===== src/rtl/cache_ctrl_wb_if.sv =====
// rtl/cache_ctrl_wb_if.sv - CPU request, flush, memory and counter signals of cache_ctrl_wb
interface cache_ctrl_wb_if #(
    parameter int ADDR_W = 8,
    parameter int DATA_W = 8,
    parameter int CNT_W  = 16
);
    logic              req_valid;
    logic              req_we;
    logic [ADDR_W-1:0] req_addr;
    logic [DATA_W-1:0] req_wdata;
    logic              req_ready;
    logic              resp_valid;
    logic [DATA_W-1:0] resp_rdata;
    logic              flush_req;
    logic              flush_done;
    logic              mem_req;
    logic              mem_we;
    logic [ADDR_W-1:0] mem_addr;
    logic [DATA_W-1:0] mem_wdata;
    logic              mem_ack;
    logic [DATA_W-1:0] mem_rdata;
    logic [CNT_W-1:0]  hit_cnt;
    logic [CNT_W-1:0]  miss_cnt;

    modport master (
        output req_valid, req_we, req_addr, req_wdata, flush_req, mem_ack, mem_rdata,
        input  req_ready, resp_valid, resp_rdata, flush_done,
               mem_req, mem_we, mem_addr, mem_wdata, hit_cnt, miss_cnt
    );

    modport slave (
        input  req_valid, req_we, req_addr, req_wdata, flush_req, mem_ack, mem_rdata,
        output req_ready, resp_valid, resp_rdata, flush_done,
               mem_req, mem_we, mem_addr, mem_wdata, hit_cnt, miss_cnt
    );
endinterface


===== src/rtl/cache_ctrl_wb.sv =====
// rtl/cache_ctrl_wb.sv - direct-mapped write-back write-allocate cache controller, one word per line
module cache_ctrl_wb #(
    parameter int ADDR_W = 8,
    parameter int DATA_W = 8,
    parameter int LINES  = 4,
    parameter int CNT_W  = 16
) (
    input  logic           clk,
    input  logic           rst,
    cache_ctrl_wb_if.slave bus
);
    localparam int IDX_W = $clog2(LINES);
    localparam int TAG_W = ADDR_W - IDX_W;
    localparam logic [IDX_W-1:0] LAST_IDX = IDX_W'(LINES - 1);

    typedef enum logic [2:0] {
        S_IDLE, S_LOOKUP, S_WRITEBACK, S_REFILL, S_RESPOND, S_FLUSH_SCAN, S_FLUSH_WB
    } state_t;

    state_t            r_state;
    logic [TAG_W-1:0]  r_tag  [LINES];
    logic [DATA_W-1:0] r_data [LINES];
    logic [LINES-1:0]  r_valid;
    logic [LINES-1:0]  r_dirty;
    logic              r_we;
    logic [ADDR_W-1:0] r_addr;
    logic [DATA_W-1:0] r_wdata;
    logic [IDX_W-1:0]  r_scan;
    logic              r_req_ready;
    logic              r_resp_valid;
    logic [DATA_W-1:0] r_resp_rdata;
    logic              r_flush_done;
    logic              r_mem_req;
    logic              r_mem_we;
    logic [ADDR_W-1:0] r_mem_addr;
    logic [DATA_W-1:0] r_mem_wdata;
    logic [CNT_W-1:0]  r_hit_cnt;
    logic [CNT_W-1:0]  r_miss_cnt;

    logic [IDX_W-1:0]  w_idx;
    logic [TAG_W-1:0]  w_tag;
    logic              w_hit;
    logic              w_victim_dirty;
    logic              w_scan_dirty;

    assign w_idx          = r_addr[IDX_W-1:0];
    assign w_tag          = r_addr[ADDR_W-1:IDX_W];
    assign w_hit          = r_valid[w_idx] && (r_tag[w_idx] == w_tag);
    assign w_victim_dirty = r_valid[w_idx] && r_dirty[w_idx];
    assign w_scan_dirty   = r_valid[r_scan] && r_dirty[r_scan];

    // Tag and data arrays are deliberately left out of the reset branch.
    always_ff @(posedge clk or negedge rst) begin
        if (!rst) begin
            r_state      <= S_IDLE;
            r_valid      <= '0;
            r_dirty      <= '0;
            r_we         <= 1'b0;
            r_addr       <= '0;
            r_wdata      <= '0;
            r_scan       <= '0;
            r_req_ready  <= 1'b1;
            r_resp_valid <= 1'b0;
            r_resp_rdata <= '0;
            r_flush_done <= 1'b0;
            r_mem_req    <= 1'b0;
            r_mem_we     <= 1'b0;
            r_mem_addr   <= '0;
            r_mem_wdata  <= '0;
            r_hit_cnt    <= '0;
            r_miss_cnt   <= '0;
        end else begin
            r_resp_valid <= 1'b0;
            r_flush_done <= 1'b0;
            case (r_state)
                S_IDLE: begin
                    if (bus.flush_req) begin
                        r_scan      <= '0;
                        r_req_ready <= 1'b0;
                        r_state     <= S_FLUSH_SCAN;
                    end else if (bus.req_valid) begin
                        r_we        <= bus.req_we;
                        r_addr      <= bus.req_addr;
                        r_wdata     <= bus.req_wdata;
                        r_req_ready <= 1'b0;
                        r_state     <= S_LOOKUP;
                    end
                end
                S_LOOKUP: begin
                    if (w_hit) begin
                        if (r_hit_cnt != '1) r_hit_cnt <= r_hit_cnt + CNT_W'(1);
                        if (r_we) begin
                            r_data[w_idx]  <= r_wdata;
                            r_dirty[w_idx] <= 1'b1;
                        end else begin
                            r_resp_rdata <= r_data[w_idx];
                        end
                        r_state <= S_RESPOND;
                    end else begin
                        if (r_miss_cnt != '1) r_miss_cnt <= r_miss_cnt + CNT_W'(1);
                        if (w_victim_dirty) begin
                            r_mem_req   <= 1'b1;
                            r_mem_we    <= 1'b1;
                            r_mem_addr  <= {r_tag[w_idx], w_idx};
                            r_mem_wdata <= r_data[w_idx];
                            r_state     <= S_WRITEBACK;
                        end else if (!r_we) begin
                            r_state <= S_REFILL;
                        end else begin
                            r_data[w_idx]  <= r_wdata;
                            r_tag[w_idx]   <= w_tag;
                            r_valid[w_idx] <= 1'b1;
                            r_dirty[w_idx] <= 1'b1;
                            r_state        <= S_RESPOND;
                        end
                    end
                end
                S_WRITEBACK: begin
                    if (bus.mem_ack) begin
                        r_mem_req <= 1'b0;
                        r_mem_we  <= 1'b0;
                        if (r_we) begin
                            r_data[w_idx]  <= r_wdata;
                            r_tag[w_idx]   <= w_tag;
                            r_valid[w_idx] <= 1'b1;
                            r_dirty[w_idx] <= 1'b1;
                            r_state        <= S_RESPOND;
                        end else begin
                            r_state <= S_REFILL;
                        end
                    end
                end
                // First REFILL cycle raises the read, so mem_req is always low for a cycle after an ack.
                S_REFILL: begin
                    if (!r_mem_req) begin
                        r_mem_req  <= 1'b1;
                        r_mem_we   <= 1'b0;
                        r_mem_addr <= r_addr;
                    end else if (bus.mem_ack) begin
                        r_mem_req      <= 1'b0;
                        r_data[w_idx]  <= bus.mem_rdata;
                        r_tag[w_idx]   <= w_tag;
                        r_valid[w_idx] <= 1'b1;
                        r_dirty[w_idx] <= 1'b0;
                        r_resp_rdata   <= bus.mem_rdata;
                        r_state        <= S_RESPOND;
                    end
                end
                S_RESPOND: begin
                    r_resp_valid <= 1'b1;
                    r_req_ready  <= 1'b1;
                    r_state      <= S_IDLE;
                end
                S_FLUSH_SCAN: begin
                    if (w_scan_dirty) begin
                        r_mem_req   <= 1'b1;
                        r_mem_we    <= 1'b1;
                        r_mem_addr  <= {r_tag[r_scan], r_scan};
                        r_mem_wdata <= r_data[r_scan];
                        r_state     <= S_FLUSH_WB;
                    end else if (r_scan == LAST_IDX) begin
                        r_flush_done <= 1'b1;
                        r_req_ready  <= 1'b1;
                        r_state      <= S_IDLE;
                    end else begin
                        r_scan <= r_scan + IDX_W'(1);
                    end
                end
                S_FLUSH_WB: begin
                    if (bus.mem_ack) begin
                        r_mem_req       <= 1'b0;
                        r_mem_we        <= 1'b0;
                        r_dirty[r_scan] <= 1'b0;
                        if (r_scan == LAST_IDX) begin
                            r_flush_done <= 1'b1;
                            r_req_ready  <= 1'b1;
                            r_state      <= S_IDLE;
                        end else begin
                            r_scan  <= r_scan + IDX_W'(1);
                            r_state <= S_FLUSH_SCAN;
                        end
                    end
                end
                default: begin
                    r_req_ready <= 1'b1;
                    r_state     <= S_IDLE;
                end
            endcase
        end
    end

    assign bus.req_ready  = r_req_ready;
    assign bus.resp_valid = r_resp_valid;
    assign bus.resp_rdata = r_resp_rdata;
    assign bus.flush_done = r_flush_done;
    assign bus.mem_req    = r_mem_req;
    assign bus.mem_we     = r_mem_we;
    assign bus.mem_addr   = r_mem_addr;
    assign bus.mem_wdata  = r_mem_wdata;
    assign bus.hit_cnt    = r_hit_cnt;
    assign bus.miss_cnt   = r_miss_cnt;
endmodule


===== src/flat_wrapper.sv =====
// flat-port wrapper written by rule: the top's interface ports become plain ports
module cache_ctrl_wb_flat 
#(
    parameter int ADDR_W = 8,
    parameter int DATA_W = 8,
    parameter int LINES  = 4,
    parameter int CNT_W  = 16
)
  (clk, rst, bus_req_valid, bus_req_we, bus_req_addr, bus_req_wdata, bus_flush_req, bus_mem_ack, bus_mem_rdata, bus_req_ready, bus_resp_valid, bus_resp_rdata, bus_flush_done, bus_mem_req, bus_mem_we, bus_mem_addr, bus_mem_wdata, bus_hit_cnt, bus_miss_cnt);
  cache_ctrl_wb_if #(.ADDR_W(ADDR_W), .DATA_W(DATA_W), .CNT_W(CNT_W)) bus_i ();
  input  logic clk;
  input  logic rst;
  input wire logic [$bits(bus_i.req_valid)-1:0] bus_req_valid;
  input wire logic [$bits(bus_i.req_we)-1:0] bus_req_we;
  input wire logic [$bits(bus_i.req_addr)-1:0] bus_req_addr;
  input wire logic [$bits(bus_i.req_wdata)-1:0] bus_req_wdata;
  input wire logic [$bits(bus_i.flush_req)-1:0] bus_flush_req;
  input wire logic [$bits(bus_i.mem_ack)-1:0] bus_mem_ack;
  input wire logic [$bits(bus_i.mem_rdata)-1:0] bus_mem_rdata;
  output wire logic [$bits(bus_i.req_ready)-1:0] bus_req_ready;
  output wire logic [$bits(bus_i.resp_valid)-1:0] bus_resp_valid;
  output wire logic [$bits(bus_i.resp_rdata)-1:0] bus_resp_rdata;
  output wire logic [$bits(bus_i.flush_done)-1:0] bus_flush_done;
  output wire logic [$bits(bus_i.mem_req)-1:0] bus_mem_req;
  output wire logic [$bits(bus_i.mem_we)-1:0] bus_mem_we;
  output wire logic [$bits(bus_i.mem_addr)-1:0] bus_mem_addr;
  output wire logic [$bits(bus_i.mem_wdata)-1:0] bus_mem_wdata;
  output wire logic [$bits(bus_i.hit_cnt)-1:0] bus_hit_cnt;
  output wire logic [$bits(bus_i.miss_cnt)-1:0] bus_miss_cnt;
  assign bus_i.req_valid = bus_req_valid;
  assign bus_i.req_we = bus_req_we;
  assign bus_i.req_addr = bus_req_addr;
  assign bus_i.req_wdata = bus_req_wdata;
  assign bus_i.flush_req = bus_flush_req;
  assign bus_i.mem_ack = bus_mem_ack;
  assign bus_i.mem_rdata = bus_mem_rdata;
  assign bus_req_ready = bus_i.req_ready;
  assign bus_resp_valid = bus_i.resp_valid;
  assign bus_resp_rdata = bus_i.resp_rdata;
  assign bus_flush_done = bus_i.flush_done;
  assign bus_mem_req = bus_i.mem_req;
  assign bus_mem_we = bus_i.mem_we;
  assign bus_mem_addr = bus_i.mem_addr;
  assign bus_mem_wdata = bus_i.mem_wdata;
  assign bus_hit_cnt = bus_i.hit_cnt;
  assign bus_miss_cnt = bus_i.miss_cnt;
  cache_ctrl_wb #(.ADDR_W(ADDR_W), .DATA_W(DATA_W), .LINES(LINES), .CNT_W(CNT_W)) u_core (.clk(clk), .rst(rst), .bus(bus_i));
endmodule

===== config.mk =====
export PLATFORM = sky130hd
export DESIGN_NAME = cache_ctrl_wb_flat
export DESIGN_NICKNAME = d
export VERILOG_FILES = /design/src/rtl/cache_ctrl_wb_if.sv /design/src/rtl/cache_ctrl_wb.sv /design/src/flat_wrapper.sv
export SDC_FILE = /design/constraint.sdc
export NUM_CORES = 1
export LEC_CHECK = 0
export BUFFER_PORTS_ARGS = -buffer_cell sky130_fd_sc_hd__buf_2
export CAP_MARGIN = 15
export CORE_MARGIN = 4
export CORE_UTILIZATION = 40
export CTS_CLUSTER_DIAMETER = 200
export DETAILED_ROUTE_END_ITERATION = 7
export GPL_TIMING_DRIVEN = 0
export PLACE_DENSITY = 0.7
export SLEW_MARGIN = 20
export SYNTH_ARGS = -nofsm -noshare
export SYNTH_HDL_FRONTEND = slang
export SYNTH_SLANG_ARGS = --single-unit

===== constraint.sdc =====
create_clock -name clk -period 2.85 [get_ports clk]
set_clock_uncertainty 0.1 [all_clocks]
set_input_delay 0.4275 -clock clk [delete_from_list [all_inputs] [get_ports clk]]
set_output_delay 0.4275 -clock clk [all_outputs]
set_load 0.1 [all_outputs]

==> Flow_metrics.wiki, run 1 <==
{| class="wikitable"
! Metric !! Value
|-
| Result of the run || finished clean
|-
| Clock latency on the worst-skew pair || 420 ps
|-
| Post-synth EDFFs || 56
|-
| Average cell area after synthesis || 12.7 µm²
|-
| Max-slew violations || 0
|-
| Total number of placement rows || 49
|-
| Power per standard cell area || 1230 mW/mm²
|-
| Worst voltage drop across the vdd grid || 0.000731 V
|-
| Flip-flop cell with the highest count after synthesis || sky130_fd_sc_hd__dfrtp_1
|-
| Count of distinct cell types in the synthesized netlist || 62
|-
| Overall via count from detail_route || 5289
|-
| Number of DRC markers in iteration 0 || 505
|-
| Total power of the final layout || 11.1 mW
|-
| Required time of the worst setup path || 2860 ps
|-
| Data arrival, critical path || 2740 ps
|-
| Initial cell density of the core || 40.7%
|-
| Slowest cell delay on critical path || 550 ps
|-
| Count of input and output buffers || 89
|-
| Vias per std cell || 5.61
|-
| Top-level port count || 91
|-
| Gate count after technology mapping || 577
|-
| Placeable core region || 0.0180 mm²
|-
| Highest clock frequency the design can meet || 0.366 GHz
|-
| Proportion of synthesized chip area in sequential cells || 53.9%
|-
| Final total negative setup slack || 0 ps
|-
| Relative slew slack || 48.2%
|-
| Final RePlAce weighted congestion || 0.933
|-
| Number of global-route vias before repair || 5059
|-
| Synthesized netlist net count || 613
|-
| Total cell area at the placement stage || 0.00812 mm²
|-
| Synth top area share || 30.7%
|-
| Chain of cells forming the critical path || buf_6 -> mux4_2 -> xnor2_1 -> nand4_4 -> o211ai_4 -> nand3_4 -> nor2_4
|-
| Post-layout nets || 737
|-
| Slowest-stage cell, CP || sky130_fd_sc_hd__mux4_2
|-
| N_diodes || 0
|-
| Final standard cell area without fillers || 0.00904 mm²
|-
| Maximum number of pins on one net before global-route repair || 74
|-
| Number of nets with antenna violations after routing || 0
|-
| Register bit count reported by yosys || 147
|-
| Routed WL per cell || 18.6 µm
|-
| Total Routing Usage GR || 17.5%
|-
| Congestion Overflow GR || 0
|-
| Post-Route WL || 17.6 mm
|-
| Ranking of synthesized cells by area || sky130_fd_sc_hd__dfrtp_1 31%, sky130_fd_sc_hd__edfxtp_1 23%, sky130_fd_sc_hd__mux4_2 9.5%
|-
| Max FO, Critical Path || 8
|-
| Clk root buf || sky130_fd_sc_hd__clkbuf_16
|-
| Asr flop ratio synth || 61.9%
|-
| Length of the first detailed-routing pass in iterations || 5
|-
| Clock sink total || 147
|-
| Leading cell type in the layout, fill and taps excluded || sky130_fd_sc_hd__buf_2
|-
| Global-route wire length before repair || 28.0 mm
|-
| Post-DP HPWL || 12.5 mm
|-
| Setup repair after global routing missed its margin || no
|-
| CTS tree || built
|-
| Portion of the clock cycle consumed by the worst path in the final layout || 95.9%
|-
| Drc violations || 0
|-
| Maximum capacitance violations || 0
|-
| Die Width || 144 µm
|-
| Endpoints failing setup || 0
|-
| CTS clk-pin slew, worst paths || 60 ps
|-
| Number of antenna violations at the first check in global routing || 0
|-
| Proportion of layout cells with a drive suffix above 1 || 36.4%
|-
| Die outline height || 144 µm
|-
| CTS H-tree depth || 4
|-
| Number of clock buffers inserted by TritonCTS || 17
|-
| Leakage power || 3.66 nW
|-
| Commonest cells after routing, fill and taps aside || 90 x sky130_fd_sc_hd__buf_2, 85 x sky130_fd_sc_hd__dfrtp_1, 56 x sky130_fd_sc_hd__edfxtp_1
|-
| Crit start category || flop
|-
| Number of hold violations in the final report || 0
|-
| Path type of the worst min-delay path || primary input to flop
|-
| Post-synth top area cell || sky130_fd_sc_hd__dfrtp_1
|-
| YS warnings || 0
|-
| Measured slew at the worst slew-check pin || 777 ps
|-
| Number of buffers on the longest clock path || 2
|-
| Type of the worst setup path || flop to flop
|-
| Die footprint || 0.0206 mm²
|-
| Netlist Area Pre-Place || 0.00734 mm²
|-
| Final worst path period need || 2730 ps
|-
| Sort of element at the end of the critical path || flop
|-
| Area Overhead vs Synth || 23.0%
|}
## repair_timing
item	4_1_cts	5_1_grt
hold buffers	1	0
setup endpoints to repair	96	132
endpoints found under the hold margin	22	0
pin swaps	2	12
gates resized for setup	19	16
buffers inserted	1	13
## power breakdown
group | total, mW | internal, mW | leakage [nW] | switching, mW
combinational | 5.66 | 1.81 | 1.76 | 3.86
clock | 2.18 | 1.29 | 0.277 | 0.889
sequential | 3.27 | 2.84 | 1.63 | 0.420
total | 11.1 | 5.94 | 3.66 | 5.16
## cells in the mapped netlist, types with 2 or more instances
library cell                n
sky130_fd_sc_hd__o31a_1     2
sky130_fd_sc_hd__a41oi_1    3
sky130_fd_sc_hd__and4_1     3
sky130_fd_sc_hd__nand3_1   15
sky130_fd_sc_hd__and2_1     2
sky130_fd_sc_hd__nand4_1    7
sky130_fd_sc_hd__a31oi_1    2
sky130_fd_sc_hd__mux2_2    52
sky130_fd_sc_hd__dfrtp_1   90
sky130_fd_sc_hd__o211ai_2   2
sky130_fd_sc_hd__nor4_1     7
sky130_fd_sc_hd__o21a_1     2
sky130_fd_sc_hd__mux4_2    31
sky130_fd_sc_hd__a211oi_1   8
sky130_fd_sc_hd__nor2b_1   10
sky130_fd_sc_hd__a21o_1     4
sky130_fd_sc_hd__a221oi_1   3
sky130_fd_sc_hd__o221ai_1   7
sky130_fd_sc_hd__o211ai_1   2
sky130_fd_sc_hd__buf_2      3
sky130_fd_sc_hd__nor2_1    31
sky130_fd_sc_hd__xnor2_1   19
sky130_fd_sc_hd__nor4b_1    2
sky130_fd_sc_hd__edfxtp_1  56
sky130_fd_sc_hd__nor3_1    24
sky130_fd_sc_hd__inv_1     19
sky130_fd_sc_hd__ha_1       6
sky130_fd_sc_hd__clkbuf_1  19
sky130_fd_sc_hd__nand4_2    2
sky130_fd_sc_hd__xor2_1    16
sky130_fd_sc_hd__buf_1      3
sky130_fd_sc_hd__nand2_1   41
sky130_fd_sc_hd__a21oi_1   18
sky130_fd_sc_hd__nand2b_1   3
sky130_fd_sc_hd__and3_1     9
sky130_fd_sc_hd__o22ai_1    7
sky130_fd_sc_hd__buf_6      2
sky130_fd_sc_hd__o21ai_0   21
## final cells by class
| type | count | area [µm²] |
|---|---|---|
| multi-input cells | 380 | 3320 |
| clock buffers | 18 | 429 |
| plain buffers | 30 | 155 |
| inverters | 20 | 75.1 |
| fillers | 1557 | 8990 |
| flip-flops and latches | 147 | 3970 |
| clock inverters | 14 | 150 |
| well taps | 229 | 287 |
| repair buffers | 105 | 657 |
## cell families after synthesis
kind of cell | Yosys count | share of synthesized area (%)
simple gates | 161 | 11.3
buf+inv | 50 | 3.03
compound gates | 93 | 8.67
xor+xnor | 36 | 4.40
mux | 84 | 17.6
fa+ha+maj | 6 | 1.02
flops | 147 | 53.9
## through the flow
step | cells | setup WS, ps | hold WS, ps | utilization [%]
after floorplan | 577 | 18.1 | 31.9 | -
after global placement | 895 | -1090 | 360 | 44.8
after detailed placement | 896 | -435 | 202 | 45.0
after CTS | 930 | -54.9 | 118 | 48.9
after global routing | 943 | 11.9 | 115 | 50.1
final | 943 | 117 | 131 | 50.1
## path summary, 6_finish.rpt
kind                                        start                      to  slack [ps]  cells after the start
max                              u_core.r_addr[0]     u_core.r_data[3][6]         120                      7
min                               bus_req_addr[3]        u_core.r_addr[3]         130                      2
min reg2reg                u_core.bus.hit_cnt[10]  u_core.bus.hit_cnt[10]         380                      1
max in group asynchronous                     rst        u_core.r_addr[1]        1670                      3
max reg2reg                      u_core.r_addr[0]     u_core.r_data[3][6]         120                      7
min in group asynchronous                     rst   u_core.bus.hit_cnt[6]         330                      2
## flip-flops by register name (all words and copies together), names as in the netlist, 8 cells and up
name	count
u_core.r_data	32
u_core.r_tag	24
u_core.bus.hit_cnt	16
u_core.bus.miss_cnt	16
u_core.bus.mem_addr	8
u_core.bus.mem_wdata	8
u_core.bus.resp_rdata	8
u_core.r_addr	8
u_core.r_wdata	8
## routing by layer
layer,track usage (%),wire [µm]
met5,0,0
met4,7.88,528
met3,3.63,1190
met2,27.6,8240
met1,23.6,7610
## worst max-delay path, delay by kind of cell (launching register included)
kind	cells	cell delay (ps)
and+or+nand+nor	3	690
muxes	1	550
DFF	1	340
AOI/OAI and AO/OA	1	320
xor gates and xnor gates	1	250
buffers and inverters	1	150
No activity file was read; power rests on OpenSTA's default activity.
==> inputs of run 2 (changes only) <==
Settings changed: ABC_AREA from default to 1.
==> run 2 against run 1 <==
  * Critical path depth stayed put
  * Cell count is 41% higher
  * Flip-flop and latch count stayed put
  * Global-route usage is 2.5 points higher
  * Core utilization is 1.1 points lower
  * Register-to-register slack better by 95 ps
  * Combinational power is 3% lower
  * Hold slack worse by 13 ps
  * Setup slack better by 95 ps
  * Routed wire length is 21% higher
  * Largest cell class unchanged
  * Largest power group unchanged
==> Flow_metrics.wiki, run 2 <==
{| class="wikitable"
! Metric !! Value
|-
| Result of the run || finished clean
|-
| Count of distinct cell types in the synthesized netlist || 38 (-39%)
|-
| Proportion of layout cells with a drive suffix above 1 || 16.8% (-20 points)
|-
| Area Overhead vs Synth || 20.0%
|-
| Max FFs per register || 32 (unchanged)
|-
| Congestion Overflow GR || 0 (unchanged)
|-
| Type of the worst setup path || flop to flop
|-
| YS warnings || 0 (unchanged)
|-
| Synthesized netlist net count || 975 (+59%)
|-
| Total power of the final layout || 11.0 mW (-1.0%)
|-
| Maximum number of pins on one net before global-route repair || 56 (-24%)
|-
| Portion of the clock cycle consumed by the worst path in the final layout || 92.6% (-3.3 points)
|-
| Global-route wire length before repair || 34.1 mm (+22%)
|-
| Synth top area share || 29.2% (-1.4 points)
|-
| Number of clock buffers inserted by TritonCTS || 17 (unchanged)
|-
| Number of nets with antenna violations after routing || 0 (unchanged)
|-
| Endpoints failing setup || 0 (unchanged)
|-
| Required time of the worst setup path || 2950 ps (+90 ps)
|-
| Sort of element at the end of the critical path || flop
|-
| Commonest cells after routing, fill and taps aside || 307 x sky130_fd_sc_hd__nand2_1, 98 x sky130_fd_sc_hd__buf_2, 90 x sky130_fd_sc_hd__dfrtp_1
|-
| Number of DRC markers in iteration 0 || 690 (+37%)
|-
| Overall via count from detail_route || 6776 (+28%)
|-
| Total number of placement rows || 50 (+2.0%)
|-
| Slowest cell delay on critical path || 420 ps (-130 ps)
|-
| Slowest-stage cell, CP || sky130_fd_sc_hd__dfrtp_1
|-
| Number of antenna violations at the first check in global routing || 0 (unchanged)
|-
| Leakage power || 4.22 nW (+15%)
|-
| Clock sink total || 147 (unchanged)
|-
| Average cell area after synthesis || 8.20 µm² (-36%)
|-
| Post-synth EDFFs || 56 (unchanged)
|-
| Drc violations || 0 (unchanged)
|-
| Max-slew violations || 0 (unchanged)
|-
| Routed WL per cell || 16.0 µm (-14%)
|-
| Number of global-route vias before repair || 6462 (+28%)
|-
| Worst Hold Margin || 118 ps (-13.2 ps)
|-
| Chain of cells forming the critical path || inv_2 -> nand2_1 -> nor2_2 -> buf_2 -> nand4_1 -> clkbuf_1 -> o21ai_0
|-
| Die Width || 147 µm (+2.3%)
|-
| Largest reg by FF count || u_core.r_data
|-
| Proportion of synthesized chip area in sequential cells || 51.4% (-2.5 points)
|-
| CTS tree || built
|-
| Die outline height || 147 µm (+2.3%)
|-
| Worst voltage drop across the vdd grid || 0.000850 V (+16%)
|-
| Worst R2R End || u_core.r_data[3][4]
|-
| Maximum capacitance violations || 0 (unchanged)
|-
| Ranking of synthesized cells by area || sky130_fd_sc_hd__dfrtp_1 29%, sky130_fd_sc_hd__edfxtp_1 22%, sky130_fd_sc_hd__nand2_1 15%
|-
| Setup repair after global routing missed its margin || yes
|-
| Final worst path period need || 2640 ps (-95.4 ps)
|-
| Placeable core region || 0.0188 mm² (+4.5%)
|-
| Netlist Area Pre-Place || 0.00770 mm² (+4.9%)
|-
| Hold path cells || 2 (unchanged)
|-
| Hold endpoint || u_core.r_wdata[3]
|-
| Relative slew slack || 57.5% (+9.3 points)
|-
| Fillers || 1790 (+15%)
|-
| Worst R2R Path Depth || 7 (unchanged)
|-
| Most frequent cell after synthesis || sky130_fd_sc_hd__nand2_1
|-
| Path type of the worst min-delay path || primary input to flop
|-
| Sequential standard cell area || 0.00396 mm² (-0.16%)
|-
| Leading registers by flop count || u_core.r_data: 32 flops, u_core.r_tag: 24 flops
|-
| Initial cell density of the core || 40.9% (+0.15 points)
|-
| Post-DP HPWL || 15.4 mm (+23%)
|-
| Die footprint || 0.0215 mm² (+4.6%)
|-
| Number of buffers on the longest clock path || 2 (unchanged)
|-
| Post-layout nets || 1089 (+48%)
|-
| Total Routing Usage GR || 20.1% (+2.5 points)
|-
| Number of hold violations in the final report || 0 (unchanged)
|-
| Cell family with most CP delay || buffers and inverters
|-
| N_diodes || 0 (unchanged)
|-
| Beginning of the worst hold path || bus_req_wdata[3]
|-
| Post-Route WL || 21.2 mm (+21%)
|-
| CTS H-tree depth || 4 (unchanged)
|-
| Clock latency on the worst-skew pair || 430 ps (about the same)
|-
| Clk root buf || sky130_fd_sc_hd__clkbuf_16
|-
| Count of input and output buffers || 90 (+1.1%)
|-
| CTS clk-pin slew, worst paths || 60 ps (about the same)
|-
| Area of the multi-input gates || 0.00337 mm² (+1.7%)
|-
| Measured slew at the worst slew-check pin || 637 ps (-140 ps)
|-
| Top-level port count || 91 (unchanged)
|-
| Final RePlAce weighted congestion || 0.895 (-4.2%)
|-
| Crit start category || flop
|-
| Flip-flop cell with the highest count after synthesis || sky130_fd_sc_hd__dfrtp_1
|-
| Max FO, Critical Path || 10 (+2)
|-
| Placement-stage worst setup slack || -277 ps (+157 ps)
|-
| Post-synth top area cell || sky130_fd_sc_hd__dfrtp_1
|-
| Vias per std cell || 5.11 (-8.9%)
|-
| Highest clock frequency the design can meet || 0.379 GHz (+3.6%)
|-
| Leading cell type in the layout, fill and taps excluded || sky130_fd_sc_hd__nand2_1
|-
| Final total negative setup slack || 0 ps (unchanged)
|-
| Top cell types by occurrence after synthesis || 307 x sky130_fd_sc_hd__nand2_1, 90 x sky130_fd_sc_hd__dfrtp_1, 89 x sky130_fd_sc_hd__nor2_1
|-
| Asr flop ratio synth || 61.9% (unchanged)
|-
| Gate count after technology mapping || 939 (+63%)
|-
| Register bit count reported by yosys || 147 (unchanged)
|-
| Length of the first detailed-routing pass in iterations || 5 (unchanged)
|-
| Power per standard cell area || 1190 mW/mm² (-3.2%)
|-
| Data arrival, critical path || 2730 ps (about the same)
|-
| Reg-to-Reg Start || u_core.r_state[2]
|-
| Final WS setup || 212 ps (+95.4 ps)
|-
| WP buf/inv || 3 (+2)
|-
| R2R setup slack || 210 ps (+100 ps)
|}
-- run 2: power breakdown --
part	total, mW	switching [mW]	leakage, nW	internal [mW]
sequential	3.23	0.387	1.65	2.84
clock	2.26	0.901	0.290	1.35
combinational	5.51	4.21	2.27	1.30
-- run 2: worst max-delay path by stage --
stage	slack, ps	from	cells past startpoint	end
floorplan	120	u_core.bus.mem_req	6	u_core.r_data[0][0]
finish	210	u_core.r_state[2]	7	u_core.r_data[3][4]
global route	-3	u_core.r_state[2]	7	u_core.r_data[2][3]
CTS	-140	u_core.r_state[2]	7	u_core.r_tag[2][0]
global placement	-1510	rst	3	u_core.r_data[0][7]
detailed placement	-280	u_core.r_state[2]	7	u_core.r_data[1][4]
-- run 2: metrics by stage --
stage | cell area [µm²] | utilization, % | instances
finish | 9240 | 49.1 | 1326
global route | 9240 | 49.1 | 1326
detailed placement | 8510 | 45.2 | 1290
global placement | 8480 | 45.0 | 1289
CTS | 9160 | 48.7 | 1324
floorplan | 7700 | - | 939
-- run 2: area by class of cell --
type | count | share of cell area [%]
clock inverter | 11 | 1.06
timing repair buffer | 95 | 5.86
buffer | 29 | 1.58
tap | 260 | 3.52
multi-input combinational | 685 | 36.5
sequential | 147 | 42.9
inverter | 78 | 3.17
clock buffer | 21 | 5.46
-- run 2: per-layer routing --
| layer | vias up | track usage, % | wire length (µm) |
|---|---|---|---|
| met2 | 235 | 31.1 | 9750 |
| met3 | 36 | 3.64 | 1370 |
| met5 | - | 0 | 0 |
| li1 | 3356 | - | - |
| met4 | 0 | 8.23 | 522 |
| met1 | 3149 | 28.0 | 9600 |
-- run 2: logic make-up (layout without fill, tap and decap cells) --
family | count (synthesis) | after routing | share of synthesized area, %
and+or+nand+nor | 480 | 480 | 25.6
AOI/OAI and AO/OA | 164 | 164 | 12.0
DFF | 147 | 147 | 51.4
buffers and inverters | 107 | 234 | 5.70
xor gates and xnor gates | 26 | 26 | 2.96
muxes | 9 | 9 | 1.32
adders and majority gates | 6 | 6 | 0.975
-- run 2: timing repair --
action                                 CTS  global route
pin swaps                                0             2
hold buffers                             2             0
gates cloned                             0             0
buffers inserted                         0             2
endpoints found under the hold margin   39             0
setup endpoints to repair               44            70
gates resized for setup                  6            13
==> inputs of run 3 (changes only) <==
Settings changed: CTS_CLUSTER_SIZE from default to 12.
Clock period 2.85 ns to 2.2 ns, I/O delays scaled along.
==> run 3 against run 2 <==
  * Largest cell class unchanged
  * Sequential share of layout area is 1.9 points lower
  * Flip-flop and latch count stayed put
  * The flow now finishes with violations (setup timing)
  * Largest power group unchanged
  * First-iteration DRC count is 4.6% higher
==> Flow_metrics.wiki, run 3 (synthesis gave the netlist of run 2 again) <==
{| class="wikitable"
! Metric !! Value
|-
| Required time of the worst setup path || 2240 ps (-710 ps)
|-
| Number of nets with antenna violations after routing || 0 (unchanged)
|-
| Path type of the worst min-delay path || primary input to flop
|-
| Number of DRC markers in iteration 0 || 722 (+4.6%)
|-
| Die footprint || 0.0215 mm² (unchanged)
|-
| Clock sink total || 147 (unchanged)
|-
| Total power of the final layout || 14.9 mW (+35%)
|-
| Number of logic stages on the critical path including buffering || 13 (+6)
|-
| Largest reg by FF count || u_core.r_data
|-
| Global-route wire length before repair || 34.2 mm (+0.18%)
|-
| Max FO, Critical Path || 5 (-5)
|-
| Final RePlAce weighted congestion || 0.912 (+2.0%)
|-
| Cell family with most CP delay || simple AND/OR/NAND/NOR gates
|-
| Relative slew slack || 61.7% (+4.2 points)
|-
| Overall via count from detail_route || 6884 (+1.6%)
|-
| Leading registers by flop count || u_core.r_data: 32 flops, u_core.r_tag: 24 flops
|-
| Drc violations || 0 (unchanged)
|-
| Congestion Overflow GR || 0 (unchanged)
|-
| Number of hold violations in the final report || 0 (unchanged)
|-
| R2R setup slack || -180 ps (-390 ps)
|-
| Hold path cells || 2 (unchanged)
|-
| Slowest cell delay on critical path || 420 ps (about the same)
|-
| Leakage power || 4.39 nW (+4.1%)
|-
| Clk root buf || sky130_fd_sc_hd__clkbuf_16
|-
| Beginning of the worst hold path || bus_req_wdata[6]
|-
| Worst R2R End || u_core.r_data[1][0]
|-
| Crit start category || flop
|-
| Routed WL per cell || 15.8 µm (-1.5%)
|-
| WP buf/inv || 3 (unchanged)
|-
| Reg-to-Reg Start || u_core.r_addr[0]
|-
| Final total negative setup slack || -7020 ps (-7020 ps)
|-
| Most common cell on crit path || sky130_fd_sc_hd__nand2_1
|-
| Initial cell density of the core || 40.9% (unchanged)
|-
| Number of global-route vias before repair || 6633 (+2.6%)
|-
| Worst R2R Path Depth || 13 (+6)
|-
| Max FFs per register || 32 (unchanged)
|-
| Commonest cells after routing, fill and taps aside || 291 x sky130_fd_sc_hd__nand2_1, 91 x sky130_fd_sc_hd__buf_2, 81 x sky130_fd_sc_hd__nor2_1
|-
| Max-slew violations || 0 (unchanged)
|-
| Final WS setup || -176 ps (-388 ps)
|-
| Length of the first detailed-routing pass in iterations || 5 (unchanged)
|-
| Placeable core region || 0.0188 mm² (unchanged)
|-
| Maximum number of pins on one net before global-route repair || 56 (unchanged)
|-
| Data arrival, critical path || 2420 ps (-310 ps)
|-
| Endpoints failing setup || 83 (+83)
|-
| Maximum capacitance violations || 0 (unchanged)
|-
| Total Routing Usage GR || 19.8% (-0.23 points)
|-
| CTS clk-pin slew, worst paths || 60 ps (about the same)
|-
| Post-Route WL || 21.4 mm (+0.87%)
|-
| Final worst path period need || 2380 ps (-262 ps)
|-
| Vias per std cell || 5.07 (-0.80%)
|-
| Area Overhead vs Synth || 26.2%
|-
| Post-DP HPWL || 15.4 mm (-0.22%)
|-
| Clock latency on the worst-skew pair || 430 ps (about the same)
|-
| CTS H-tree depth || 4 (unchanged)
|-
| Worst voltage drop across the vdd grid || 0.00121 V (+42%)
|-
| Placed insts || 1290 (unchanged)
|-
| Post-route insts no fill || 1358 (+2.4%)
|-
| Portion of the clock cycle consumed by the worst path in the final layout || 108% (+15 points)
|-
| Power per standard cell area || 1530 mW/mm² (+28%)
|-
| Sort of element at the end of the critical path || flop
|-
| Proportion of layout cells with a drive suffix above 1 || 23.9% (+7.1 points)
|-
| Die Width || 147 µm (unchanged)
|-
| Chain of cells forming the critical path || inv_2 -> buf_6 -> nand2_2 -> nand2_1 -> nand2_1 -> nand2_1 -> nand2_1 -> nand2_2 -> nand4_1 -> nor2_4 -> nand3_4 -> a21oi_4 -> buf_6
|-
| Leading cell type in the layout, fill and taps excluded || sky130_fd_sc_hd__nand2_1
|-
| Slowest-stage cell, CP || sky130_fd_sc_hd__dfrtp_1
|-
| Count of input and output buffers || 90 (unchanged)
|-
| CTS tree || built
|-
| Highest clock frequency the design can meet || 0.421 GHz (+11%)
|-
| Result of the run || complete, but fails checks
|-
| Hold endpoint || u_core.r_wdata[6]
|-
| Total number of placement rows || 50 (unchanged)
|-
| Number of buffers on the longest clock path || 2 (unchanged)
|-
| Die outline height || 147 µm (unchanged)
|-
| Setup repair after global routing missed its margin || yes
|-
| Measured slew at the worst slew-check pin || 569 ps (-67.7 ps)
|-
| Type of the worst setup path || flop to flop
|-
| Post-layout nets || 1120 (+2.8%)
|-
| Number of clock buffers inserted by TritonCTS || 17 (unchanged)
|-
| Number of antenna violations at the first check in global routing || 1 (+1)
|-
| Total cell area at the placement stage || 0.00854 mm² (+0.40%)
|-
| Top-level port count || 91 (unchanged)
|-
| Failing checks || setup timing
|-
| Final standard cell area without fillers || 0.00972 mm² (+5.2%)
|}
run 3: routing by layer:
layer / GRT usage, % / vias to the layer above / part of all wire, %
li1: - / 3421 / -
met1: 27.4 / 3188 / 45
met2: 30.5 / 244 / 46
met3: 3.67 / 31 / 6.9
met4: 9.13 / 0 / 2.2
met5: 0 / - / 0
run 3: how the worst max path moves through the flow:
stage | end | start
after floorplan | u_core.r_data[0][0] | u_core.r_state[2]
after global placement | u_core.r_data[0][7] | rst
after detailed placement | u_core.r_data[3][0] | u_core.r_state[2]
after CTS | u_core.r_data[3][3] | u_core.r_addr[0]
after global routing | u_core.r_data[1][1] | u_core.r_addr[0]
final | u_core.r_data[1][0] | u_core.r_addr[0]
run 3: where the power goes:
group	switching [mW]	internal [mW]	leakage, nW
Clock	1.16	1.66	0.259
Sequential	0.530	3.69	1.63
Combinational	5.73	2.08	2.50
run 3: area by class of cell:
| cell class | count | area (µm²) |
|---|---|---|
| Tap cell | 260 | 325 |
| Sequential cell | 147 | 3980 |
| Multi-Input combinational cell | 686 | 3540 |
| Clock inverter | 13 | 136 |
| Inverter | 78 | 303 |
| Buffer | 29 | 191 |
| Antenna cell | 1 | 2.50 |
| Timing Repair Buffer | 125 | 805 |
| Fill cell | 1693 | 9110 |
| Clock buffer | 19 | 433 |
run 3: repair_timing:
item                                    4_1_cts  5_1_grt
hold buffers                                  2        0
endpoints found under the setup margin      134      159
endpoints found under the hold margin        39        0
pin swaps                                    14       14
cloned                                        1        1
setup buffers                                27        4
resized for setup                            62       45
run 3: per-stage QoR:
stage               worst slack, ps  util, %  hold slack, ps
floorplan                     -95.7        -           -65.6
detailed placement             -897     45.4             170
CTS                           -94.1     50.8            24.3
global route                   -308     51.6            22.5
global placement              -1950     45.2             351
finish                         -176     51.6            31.0
